**src/rtl/mac_out_acc.sv**
```systemverilog
// ---------------------------------------------------------------------------
// mac_out_acc
//
// Purpose:
//   Accumulates groups of signed MAC partial sums into saturated results and
//   queues them in a small result FIFO for a downstream consumer. A rising
//   edge on cfg_reg_en starts a session. Each group is cfg_acc_len partials
//   long, and a length of 0 means 1. Dropping cfg_reg_en ends the session.
//   If a group is still open at that point, the block finishes it in DRAIN
//   before it goes idle.
//
// Ports:
//   nvdla_core_clk   in   clock, all state on the rising edge
//   nvdla_core_rstn  in   synchronous active-low reset
//   cfg_reg_en       in   session enable (level); rising edge starts a session
//   cfg_acc_len      in   partials per result, latched on cfg_reg_en rise
//   mac_out_data     in   signed partial sum (IN_W bits)
//   mac_out_pvld     in   partial valid (no backpressure)
//   acc_out_data     out  signed result at FIFO head (ACC_W bits)
//   acc_out_sat      out  head result saturated during accumulation
//   acc_out_pvld     out  FIFO non-empty
//   acc_out_prdy     in   downstream ready; pop on pvld && prdy
//   acc_busy         out  state machine not idle
//   acc_drop         out  sticky: a result was lost to a full FIFO
//
// Constraints: ACC_W >= IN_W, DEPTH a power of two and >= 2.
// ---------------------------------------------------------------------------
module mac_out_acc #(
    parameter int IN_W  = 35,
    parameter int ACC_W = 48,
    parameter int DEPTH = 4
) (
    input  logic                    nvdla_core_clk,
    input  logic                    nvdla_core_rstn,
    input  logic                    cfg_reg_en,
    input  logic [7:0]              cfg_acc_len,
    input  logic signed [IN_W-1:0]  mac_out_data,
    input  logic                    mac_out_pvld,
    output logic signed [ACC_W-1:0] acc_out_data,
    output logic                    acc_out_sat,
    output logic                    acc_out_pvld,
    input  logic                    acc_out_prdy,
    output logic                    acc_busy,
    output logic                    acc_drop
);

    localparam int PTR_W = $clog2(DEPTH);
    localparam int OCC_W = $clog2(DEPTH) + 1;

    localparam logic [1:0] ST_IDLE  = 2'd0;
    localparam logic [1:0] ST_RUN   = 2'd1;
    localparam logic [1:0] ST_DRAIN = 2'd2;

    // Adds a sign-extended partial to the accumulator and clamps the sum to
    // the ACC_W range. The MSB of the return value flags a clamp. The sum is
    // one bit wider than ACC_W, so it cannot wrap. The two top bits disagree
    // only when the true sum is outside the ACC_W range.
    function automatic logic [ACC_W:0] sat_add(
        input logic signed [ACC_W-1:0] a,
        input logic signed [IN_W-1:0]  b
    );
        logic signed [ACC_W:0]   wide;
        logic signed [ACC_W-1:0] max_v;
        logic signed [ACC_W-1:0] min_v;
        max_v = {1'b0, {(ACC_W-1){1'b1}}};
        min_v = {1'b1, {(ACC_W-1){1'b0}}};
        wide  = $signed({a[ACC_W-1], a}) +
                $signed({{(ACC_W+1-IN_W){b[IN_W-1]}}, b});
        if (wide[ACC_W] != wide[ACC_W-1]) begin
            sat_add = {1'b1, (wide[ACC_W] ? min_v : max_v)};
        end else begin
            sat_add = {1'b0, wide[ACC_W-1:0]};
        end
    endfunction

    // Control and accumulator state
    logic [1:0]              state_q, state_d;
    logic                    cfg_en_q;
    logic [7:0]              len_q, len_d;
    logic signed [ACC_W-1:0] acc_q, acc_d;
    logic                    grp_sat_q, grp_sat_d;
    logic [7:0]              cnt_q, cnt_d;
    logic                    drop_q, drop_d;

    // Result FIFO
    logic signed [ACC_W-1:0] data_mem_q [DEPTH];
    logic                    sat_mem_q  [DEPTH];
    logic [PTR_W-1:0]        wr_ptr_q, rd_ptr_q;
    logic [OCC_W-1:0]        occ_q, occ_d;

    logic                    cfg_rise;
    logic                    accept;
    logic                    last_partial;
    logic [ACC_W:0]          add_res;
    logic signed [ACC_W-1:0] sum_val;
    logic                    sum_sat;
    logic                    fifo_full;
    logic                    pop;
    logic                    push_req;
    logic                    push;

    assign cfg_rise     = cfg_reg_en & ~cfg_en_q;
    assign accept       = mac_out_pvld & (state_q != ST_IDLE);
    assign last_partial = (cnt_q == (len_q - 8'd1));
    assign add_res      = sat_add(acc_q, mac_out_data);
    assign sum_sat      = add_res[ACC_W];
    assign sum_val      = add_res[ACC_W-1:0];

    assign fifo_full    = (occ_q == OCC_W'(DEPTH));
    assign acc_out_pvld = (occ_q != '0);
    assign pop          = acc_out_pvld & acc_out_prdy;
    assign push_req     = accept & last_partial;
    // A full FIFO still takes the push when the same cycle pops. The write
    // lands in the slot being vacated, because wr_ptr equals rd_ptr when full.
    assign push         = push_req & (~fifo_full | pop);

    // Next-state: session FSM, group accumulation, drop flag
    always_comb begin
        state_d   = state_q;
        len_d     = len_q;
        acc_d     = acc_q;
        grp_sat_d = grp_sat_q;
        cnt_d     = cnt_q;
        drop_d    = drop_q;

        case (state_q)
            ST_IDLE: begin
                if (cfg_rise) begin
                    state_d   = ST_RUN;
                    len_d     = (cfg_acc_len == 8'd0) ? 8'd1 : cfg_acc_len;
                    acc_d     = '0;
                    grp_sat_d = 1'b0;
                    cnt_d     = 8'd0;
                    drop_d    = 1'b0;
                end
            end
            ST_RUN, ST_DRAIN: begin
                if (accept) begin
                    if (last_partial) begin
                        acc_d     = '0;
                        grp_sat_d = 1'b0;
                        cnt_d     = 8'd0;
                    end else begin
                        acc_d     = sum_val;
                        grp_sat_d = grp_sat_q | sum_sat;
                        cnt_d     = cnt_q + 8'd1;
                    end
                end
                if (push_req && !push) begin
                    drop_d = 1'b1;
                end
                // The exit decision uses the post-update count. A partial
                // that arrives together with the enable falling is kept.
                if (state_q == ST_RUN) begin
                    if (!cfg_reg_en) begin
                        state_d = (cnt_d == 8'd0) ? ST_IDLE : ST_DRAIN;
                    end
                end else if (push_req) begin
                    state_d = ST_IDLE;
                end
            end
            default: begin
                state_d = ST_IDLE;
            end
        endcase
    end

    always_comb begin
        occ_d = occ_q;
        case ({push, pop})
            2'b10:   occ_d = occ_q + OCC_W'(1);
            2'b01:   occ_d = occ_q - OCC_W'(1);
            default: occ_d = occ_q;
        endcase
    end

    // Register stage: control, accumulator, FIFO pointers
    always_ff @(posedge nvdla_core_clk) begin
        if (!nvdla_core_rstn) begin
            state_q   <= ST_IDLE;
            cfg_en_q  <= 1'b0;
            len_q     <= 8'd1;
            acc_q     <= '0;
            grp_sat_q <= 1'b0;
            cnt_q     <= 8'd0;
            drop_q    <= 1'b0;
            wr_ptr_q  <= '0;
            rd_ptr_q  <= '0;
            occ_q     <= '0;
        end else begin
            state_q   <= state_d;
            cfg_en_q  <= cfg_reg_en;
            len_q     <= len_d;
            acc_q     <= acc_d;
            grp_sat_q <= grp_sat_d;
            cnt_q     <= cnt_d;
            drop_q    <= drop_d;
            occ_q     <= occ_d;
            if (push) begin
                wr_ptr_q <= wr_ptr_q + PTR_W'(1);
            end
            if (pop) begin
                rd_ptr_q <= rd_ptr_q + PTR_W'(1);
            end
        end
    end

    // FIFO storage needs no reset. The head is masked to zero while empty.
    always_ff @(posedge nvdla_core_clk) begin
        if (push) begin
            data_mem_q[wr_ptr_q] <= sum_val;
            sat_mem_q[wr_ptr_q]  <= grp_sat_q | sum_sat;
        end
    end

    assign acc_out_data = acc_out_pvld ? data_mem_q[rd_ptr_q] : '0;
    assign acc_out_sat  = acc_out_pvld ? sat_mem_q[rd_ptr_q]  : 1'b0;
    assign acc_busy     = (state_q != ST_IDLE);
    assign acc_drop     = drop_q;

endmodule

```
**config.mk**
```make
export PLATFORM = sky130hd
export DESIGN_NAME = mac_out_acc
export DESIGN_NICKNAME = d
export VERILOG_FILES = /design/src/rtl/mac_out_acc.sv
export SDC_FILE = /design/constraint.sdc
export NUM_CORES = 1
export LEC_CHECK = 0
export CAP_MARGIN = 20
export CORE_MARGIN = 2
export CORE_UTILIZATION = 40
export CTS_BUF_LIST = sky130_fd_sc_hd__clkbuf_8
export DETAILED_ROUTE_END_ITERATION = 10
export DONT_BUFFER_PORTS = 1
export HOLD_SLACK_MARGIN = 0.08
export MAX_ROUTING_LAYER = met4
export SLEW_MARGIN = 25
export SYNTH_ARGS = -nofsm -noshare
export SYNTH_HDL_FRONTEND = slang
export SYNTH_SLANG_ARGS = --single-unit
export TNS_END_PERCENT = 20
```
**constraint.sdc**
```tcl
create_clock -name nvdla_core_clk -period 3.9 [get_ports nvdla_core_clk]
set_clock_uncertainty 0.15 [all_clocks]
set_input_delay 0.78 -clock nvdla_core_clk [delete_from_list [all_inputs] [get_ports nvdla_core_clk]]
set_output_delay 0.78 -clock nvdla_core_clk [all_outputs]
set_load 0.01 [all_outputs]
```
# Word-level counts from Yosys, hierarchy flattened
# Memories as Yosys holds them, arrays and structs flattened. A register that Yosys moved wholly into a read port is not among the register bits.
# Index checks and enable logic that the tools add are counted.
# Widths: inputs -> output; s select.
[totals]
mem_count = 2
ram_bits = 196
input_bits = 48
regBits = 76
elab_cells = 88
[op_classes]
add_sub_neg = 7
eq_ne = 12
muxes = 33
bitwise_logic = 9
reduce_logical = 15
[mem_list]
columns = ["name", "depth", "width", "rd", "rd_clocked_by_memory_dff", "write_ports", "line_no", "source"]
rows = [
  ["data_mem_q", 4, 48, 1, 1, 1, "86", "logic signed [ACC_W-1:0] data_mem_q [DEPTH];"],
  ["sat_mem_q", 4, 1, 1, 1, 1, "87", "logic sat_mem_q [DEPTH];"],
]
[ops]
columns = ["op", "n"]
rows = [
  ["$mux 48", 5],
  ["$pmux 48 s2", 1],
  ["$add 48x35->49", 1],
  ["$mux 49", 1],
  ["$mux 8", 5],
  ["$mux 2", 9],
  ["$logic_not 8->1", 2],
  ["$pmux 8 s2", 1],
  ["$reduce_and 3->1", 3],
  ["$add 8x1->8 const B", 1],
  ["$eq 8x8->1", 1],
  ["$sub 8x1->8 const B", 1],
  ["$mux 1", 7],
  ["$ne 2x2->1 const B", 3],
  ["$ne 3x3->1 const B", 2],
  ["$pmux 3 s2", 1],
  ["$reduce_bool 2->1", 3],
  ["$and 1x1->1", 5],
  ["$add 2x1->2 const B", 2],
  ["$eq 2x1->1 const B", 2],
  ["$eq 2x2->1 const B", 2],
  ["$pmux 1 s2", 2],
  ["$pmux 2 s2", 1],
  ["$reduce_and 2->1", 2],
  ["other kinds (11)", 13],
]

# Longest topological paths before layout
# Gate-level depths: netlist of run 1.
[logic_depth]
ltp_word = 10
ltp_mapped = 15

# Worst setup path before layout of run 1
# Ideal clock, no wire load.
[synth_path]
path_kind = "flip-flop to flip-flop"
start = "register len_q[0]"
end = "memory data_mem_q[1][0] (enable)"
slack_ns = 0.006
path_stages_with_launch = 12
required_time_ns = 3.338
setup_time_ns = 0.412
arrival_ns = 3.332
cell_sequence = "dfxtp_1 inv_1 ha_1 clkbuf_1 or3_1 a21oi_1 a221oi_1 o21ai_1 and3_1 nand3_1 nor2b_1 and2_1"
[synth_between]
elab_chain_cells = 6
[synth_lines]
columns = ["element", "line_no", "source"]
rows = [
  ["from (decl)", "79", "logic [7:0] len_q, len_d;"],
  ["from (signal assigned)", "193", "len_q <= len_d;"],
  ["$sub 8x1->8", "104", "assign last_partial = (cnt_q == (len_q - 8'd1));"],
  ["$eq 8x8->1", "104", ""],
  ["$and 1x1->1", "112", "assign push_req = accept & last_partial;"],
  ["$and 1x1->1", "115", "assign push = push_req & (~fifo_full | pop);"],
  ["$mux 1", "210", "if (push) begin"],
  ["$mux 1 (implied by the code)", "211", "data_mem_q[wr_ptr_q] <= sum_val;"],
  ["to (decl)", "86", ""],
]
# Every way passes these cells.

# Worst setup path after layout of run 1
[layout_path]
start = "register acc_q[1]"
end = "memory data_mem_q[3][45] (data pin)"
[layout_between]
elab_chain_cells = 3
[layout_lines]
columns = ["element", "line_no", "source"]
rows = [
  ["from (decl)", "80", "logic signed [ACC_W-1:0] acc_q, acc_d;"],
  ["from (signal assigned)", "183", "acc_q <= '0;"],
  ["from (signal assigned)", "194", "acc_q <= acc_d;"],
  ["$add 48x35->49 (*)", "67", "wide = $signed({a[ACC_W-1], a}) +"],
  ["$mux 48 or $ne 1x1->1 (tied branches)", "70, 69", ""],
  ["$mux 49 (*)", "69", "if (wide[ACC_W] != wide[ACC_W-1]) begin"],
  ["net add_res[45]", "94", "logic [ACC_W:0] add_res;"],
]
# The timed path passes the listed nets; every way through them passes the cells marked *.

==> results.py, run 1 <==
metrics = {
    "finish": {
        "area_growth_pct": 14.2,
        "fin_util_pct": 46.3,
        "nNetsFinal": 1339,
        "diodes": 0,
        "drive_above_1_share_pct": 18.3,
        "stdcell_count": 1732,
    },
    "yosys": {
        "ys_seq_area_share_pct": 51.7,
        "yosys_warnings": 0,
        "synth.area.top_cells": "edfxtp_1, dfxtp_1, mux4_2",
        "synth_seq_cells": 274,
        "ys.flop_type": "edfxtp_1",
        "synthCells": 1181,
        "ys_types": 78,
        "syn_area_mm2": 0.0144,
        "synth.top_cell.area_share_pct": 40.8,
        "synthArstFlopShare_pct": 0,
        "synth_common_cells": "edfxtp_1, dfxtp_1, a21oi_1",
        "synth_area_leader_cell": "edfxtp_1",
        "syn-num-nets": 1288,
        "synth.most_common_cell": "edfxtp_1",
        "avgSynthCellArea_um2": 12.2,
        "synth_edf_count": 196,
    },
    "clocking": {
        "clock_path_buffers": 3,
        "holdBufCountCts": 0,
        "cts_root_buf": "clkbuf_8",
        "cts_tree": "built",
        "htreeDepth": 2,
        "clkTransAtPathRegs_ns": 0.06,
        "cts_sinks": 274,
        "cts_made_buffers": 47,
        "clk_latency_ns": 0.59,
    },
    "critical_path": {
        "crit_type": "flip-flop to flip-flop",
        "cp_max_fo": 4,
        "reg2reg_from": "acc_q[1]",
        "critical_path.max_stage_delay_ns": 0.40,
        "cpMaxStageDelayCell": "or3_1",
        "end_kind": "flip-flop",
        "crit_end": "data_mem_q[3][45]",
        "required_ns": 4.06,
        "timing.critical_path.from": "acc_q[1]",
        "reg2reg_to": "data_mem_q[3][45]",
        "rr_worst_depth": 11,
        "critPathLaunchType": "flip-flop",
        "cp.depth": 11,
        "path_buf_inv": 1,
        "critical-path-top-delay-family": "compound AO/OA/AOI/OAI gates",
        "path_cells": "ha_1 -> a211oi_1 -> o21ai_1 -> a21oi_1 -> a21boi_1 -> buf_4 -> or3_1 -> a41oi_2 -> o21ai_0 -> a311o_1 -> maj3_2",
        "arrival_ns": 3.75,
        "rrSetupSlack_ns": 0.31,
    },
    "drt": {
        "viasPerCell": 5.67,
        "post-route-drc-count": 0,
        "vias": 9813,
        "drtIter0Drc": 527,
        "drtPass1Iterations": 5,
        "ant_nets": 0,
        "wl_per_cell_um": 20.0,
        "wl_mm": 34.6,
    },
    "timing": {
        "min_period_over_period_pct": 92.1,
        "max_freq_mhz": 278,
        "worst_pin_slew_ns": 0.650,
        "relSlewSlack_pct": 56.6,
        "hold_viol": 0,
        "finalSetupViolations": 0,
        "rsz0062_at_grt": "no",
        "fin_crit_ns": 3.59,
        "drv_slew": 0,
    },
    "floorplan": {
        "fp.coreArea_mm2": 0.0356,
        "rows": 69,
        "start_util_pct": 40.5,
        "die_w_um": 194,
        "ios": 100,
        "die_y_um": 194,
        "die-area_mm2": 0.0376,
    },
    "worst_hold_path": {
        "min_path_type": "input port to flip-flop",
    },
    "place": {
        "io_buffers": 0,
        "hpwl_mm": 23.6,
        "place_inst": 1644,
        "gp_congestion": 0.909,
    },
    "global_routing": {
        "grt_util_all_layers_pct": 18.9,
        "antenna_found_initial": 0,
        "gr-total-overflow": 0,
        "grt_first_pass_wirelength_mm": 55.2,
        "first_global_vias": 10000,
        "grt_max_degree": 50,
    },
    "pwr": {
        "powerDensity_mw_per_mm2": 472,
        "total_power_mw": 7.77,
        "power_leakage_nw": 5.98,
        "peakVddDrop_uv": 255,
    },
    "job": {
        "maxCapViolCount": 0,
    },
    "status": {
        "outcome": "complete, no violations",
    },
}
-- worst min path at each step --
| stage | depth (start not counted) | from | end | slack [ns] |
|---|---|---|---|---|
| floorplan | 1 | acc_q[0] | acc_q[0] | 0.30 |
| global placement | 2 | state_q[1] | state_q[1] | 0.31 |
| detailed placement | 1 | acc_q[21] | acc_q[21] | 0.32 |
| CTS | 1 | nvdla_core_rstn | len_q[0] | 0.12 |
| global route | 1 | nvdla_core_rstn | len_q[0] | 0.14 |
| finish | 1 | nvdla_core_rstn | len_q[0] | 0.16 |
-- power breakdown --
group          switching [mW]  internal (mW)
registers              0.0894           3.25
clock network            1.18           1.62
logic                   0.963          0.660
-- layout by cell type, fill, tap and decap left out, drive strengths merged, types with 8 or more instances in the layout --
| cell type | netlist | layout |
|---|---|---|
| a21boi | 9 | 9 |
| a21o | 21 | 21 |
| a21oi | 68 | 68 |
| a221o | 46 | 46 |
| a31oi | 9 | 9 |
| and2 | 58 | 58 |
| and3 | 9 | 9 |
| buf | 30 | 83 |
| clkbuf | 51 | 55 |
| clkinv | 0 | 8 |
| dfxtp | 78 | 78 |
| edfxtp | 196 | 196 |
| ha | 57 | 57 |
| inv | 29 | 46 |
| maj3 | 44 | 44 |
| mux2i | 11 | 11 |
| mux4 | 49 | 49 |
| nand2 | 60 | 60 |
| nand3 | 25 | 25 |
| nand4 | 18 | 18 |
| nor2 | 59 | 59 |
| nor2b | 10 | 10 |
| nor3 | 21 | 21 |
| o21ai | 38 | 38 |
| o21bai | 10 | 10 |
| or3 | 16 | 16 |
| xnor2 | 40 | 40 |
| xor2 | 21 | 21 |
-- layout make-up --
class,count,area [um2]
clock buffers,55,757
clock inverters,33,277
fillers,3256,19100
inverters,29,109
multi-input cells,797,6530
flip-flops and latches,274,7450
well taps,461,577
repair buffers,83,761
-- cells by family after synthesis --
logic type	share of synthesized area, %
AND/OR/NAND/NOR	11.1
flip-flops	51.7
AO/OA/AOI/OAI	13.4
buffers and inverters	3.23
adder cells (fa/ha/maj)	8.29
multiplexers	8.57
XOR/XNOR	3.81
-- repair_timing --
action / 4_1_cts / 5_1_grt
gates resized for setup: 0 / 2
endpoints found under the setup margin: 0 / 28
setup buffers: 0 / 0
-- sequential cells by signal (all words and copies together) (netlist names), named ones only --
name        flops
wr_ptr_q        2
acc_drop        1
cfg_en_q        1
acc_q          48
occ_q           3
data_mem_q    192
rd_ptr_q        2
cnt_q           8
sat_mem_q       4
len_q           8
grp_sat_q       1
state_q         2
-- metrics by stage --
step           hold slack (ns)  instance area [um2]  TNS [ns]  worst slack, ns
2_1_floorplan            0.296                14400         0          0.00604
3_3_place_gp             0.313                15400     -4.63           -0.160
3_5_place_dp             0.323                15400     -5.80           -0.201
4_1_cts                  0.120                16500         0            0.181
5_1_grt                  0.144                16500         0           0.0632
6_report                 0.161                16500         0            0.307
-- layer usage --
metal	track usage (%)	wire [um]	up-vias
met1	24.6	15900	4866
met3	4.16	1790	66
met2	29.8	16000	213
met4	5.64	864	0
met5	-	0	-
li1	-	-	4668
No activity file was read; power rests on OpenSTA's default activity.
==> inputs of run 2 (changes only) <==
--- a/config.mk
+++ b/config.mk
@@ -8,7 +8,7 @@
 export CAP_MARGIN = 20
 export CORE_MARGIN = 2
 export CORE_UTILIZATION = 40
-export CTS_BUF_LIST = sky130_fd_sc_hd__clkbuf_8
+export CTS_BUF_LIST = sky130_fd_sc_hd__clkbuf_2 sky130_fd_sc_hd__clkbuf_4 sky130_fd_sc_hd__clkbuf_8
 export DETAILED_ROUTE_END_ITERATION = 10
 export DONT_BUFFER_PORTS = 1
 export HOLD_SLACK_MARGIN = 0.08
==> run 2 against run 1 <==
Effect of this change:
- non-clock buffer count did not move
- critical path depth did not move
- worst hold slack barely moved
- global-route usage barely moved
- critical path type unchanged
- sequential share of layout area fell by 0.17 points
- die area did not move
- sequential power barely moved
- register-to-register slack improved by 0.03 ns
- clock power rose by 6%
- cell count did not move
- sequential cell count did not move
==> results.py, run 2 (same netlist as run 1, synthesis figures left out) <==
metrics = {
    "timing": {
        "worst_pin_slew_ns": 0.645,
        "fin_crit_ns": 3.56,
        "drv_slew": 0,
        "hold_viol": 0,
        "holdWs_ns": 0.161,
        "rsz0062_at_grt": "no",
        "max_freq_mhz": 281,
        "finalSetupViolations": 0,
        "min_period_over_period_pct": 91.4,
        "relSlewSlack_pct": 57.0,
    },
    "critical_path": {
        "critical_path.max_stage_delay_ns": 0.40,
        "critical-path-top-delay-family": "compound AO/OA/AOI/OAI gates",
        "reg2reg_from": "acc_q[1]",
        "critPathLaunchType": "flip-flop",
        "path_cells": "ha_1 -> a211oi_1 -> o21ai_1 -> a21oi_1 -> a21boi_1 -> buf_4 -> or3_1 -> a41oi_2 -> o21ai_0 -> a311o_1 -> maj3_2",
        "end_kind": "flip-flop",
        "cp_max_fo": 4,
        "arrival_ns": 3.72,
        "path_buf_inv": 1,
        "required_ns": 4.06,
        "crit_type": "flip-flop to flip-flop",
        "rr_worst_depth": 11,
        "rrSetupSlack_ns": 0.34,
        "reg2reg_to": "data_mem_q[3][45]",
        "cpMaxStageDelayCell": "or3_1",
    },
    "global_routing": {
        "grt_max_degree": 50,
        "first_global_vias": 10000,
        "busiest_layer": "met2",
        "grt_util_all_layers_pct": 19.0,
        "use_met2_pct": 29.9,
        "grt_first_pass_wirelength_mm": 55.2,
        "met3_usage_pct": 4.16,
        "antenna_found_initial": 0,
        "gr-total-overflow": 0,
        "grt_use_met1_pct": 24.7,
    },
    "place": {
        "hpwl_mm": 23.6,
        "gp_congestion": 0.909,
        "place_inst": 1644,
        "io_buffers": 0,
    },
    "finish": {
        "area_growth_pct": 14.6,
        "diodes": 0,
        "stdcell_count": 1732,
        "largest_reg_flops": 192,
        "largestRegisters": "data_mem_q: 192 flops, acc_q: 48 flops",
        "regMostFlops": "data_mem_q",
        "final_cell_mix": "edfxtp_1, dfxtp_1, buf_4",
        "layout_commonest_cell": "edfxtp_1",
        "nNetsFinal": 1339,
        "drive_above_1_share_pct": 19.6,
    },
    "pwr": {
        "combPwrFrac_pct": 20.4,
        "p_switching_mw": 2.23,
        "power_leakage_nw": 5.96,
        "powerDensity_mw_per_mm2": 480,
        "peakVddDrop_uv": 258,
        "seqPwrFrac_pct": 42.2,
        "internal_power_mw": 5.70,
        "swShare_pct": 28.2,
        "clkPwrFrac_pct": 37.4,
    },
    "drt": {
        "wl_per_cell_um": 20.0,
        "drtPass1Iterations": 5,
        "viasPerCell": 5.66,
        "ant_nets": 0,
        "drtIter0Drc": 560,
        "wl_mm": 34.7,
        "post-route-drc-count": 0,
        "vias": 9796,
    },
    "clocking": {
        "clk_latency_ns": 0.59,
        "cts_made_buffers": 47,
        "cts_sinks": 274,
        "cts_tree": "built",
        "holdBufCountCts": 0,
        "htreeDepth": 2,
        "clkTransAtPathRegs_ns": 0.06,
        "cts_root_buf": "clkbuf_8",
        "clock_path_buffers": 3,
    },
    "worst_hold_path": {
        "hold_end": "len_q[0]",
        "hold_path_startpoint": "nvdla_core_rstn",
        "min_path_type": "input port to flip-flop",
        "min_path_cells": 1,
    },
    "floorplan": {
        "die_y_um": 194,
        "rows": 69,
        "ios": 100,
        "start_util_pct": 40.5,
        "die_w_um": 194,
        "die-area_mm2": 0.0376,
        "fp.coreArea_mm2": 0.0356,
    },
    "job": {
        "maxCapViolCount": 0,
    },
    "status": {
        "outcome": "complete, no violations",
    },
}
==> run 2: worst max-delay path by stage <==
stage / start / endpoint / slack, ns / depth (start not counted)
3_5_place_dp: mac_out_data[0] / data_mem_q[0][1] / -0.20 / 12
6_report: acc_q[1] / data_mem_q[3][45] / 0.34 / 11
5_1_grt: acc_q[0] / data_mem_q[0][1] / 0.06 / 12
2_1_floorplan: len_q[0] / data_mem_q[1][0] / 0.006 / 11
4_1_cts: acc_q[0] / data_mem_q[0][1] / 0.18 / 12
3_3_place_gp: mac_out_data[0] / acc_q[33] / -0.16 / 12
==> run 2: area by class of cell <==
class / instances / area [um2]
multi-input combinational: 797 / 6530
timing repair buffer: 83 / 761
tap: 461 / 577
clock buffer: 72 / 885
fill: 3253 / 19000
clock inverter: 16 / 213
sequential: 274 / 7450
inverter: 29 / 109
==> run 2: timing repair <==
| item | 4_1_cts | 5_1_grt |
|---|---|---|
| setup endpoints to repair | 0 | 28 |
| hold endpoints to repair | 0 | 0 |
| resized for setup | 0 | 2 |
| setup buffers | 0 | 0 |
==> run 2: layer usage <==
layer | up-vias | routed length, um
li1 | 4667 | -
met1 | 4840 | 15800
met2 | 224 | 16200
met3 | 65 | 1970
met4 | 0 | 795
met5 | - | 0
==> run 2: power groups by stage <==
stage	Sequential (mW)	Clock [mW]	Combinational, mW
floorplan	3.34	0	1.23
global placement	3.41	0	1.62
detailed placement	3.41	0	1.64
CTS	3.35	3.04	1.65
global route	3.36	3.16	1.79
finish	3.34	2.97	1.62
==> run 2: stage by stage <==
stage | power [mW] | setup TNS (ns) | setup slack, ns | instance area, um2 | util, %
global placement | 5.03 | -4.63 | -0.160 | 15400 | 43.4
detailed placement | 5.05 | -5.80 | -0.201 | 15400 | 43.4
CTS | 8.04 | 0 | 0.182 | 16500 | 46.4
global route | 8.31 | 0 | 0.0618 | 16500 | 46.5
finish | 7.93 | 0 | 0.335 | 16500 | 46.5
floorplan | 4.58 | 0 | 0.00604 | 14400 | -
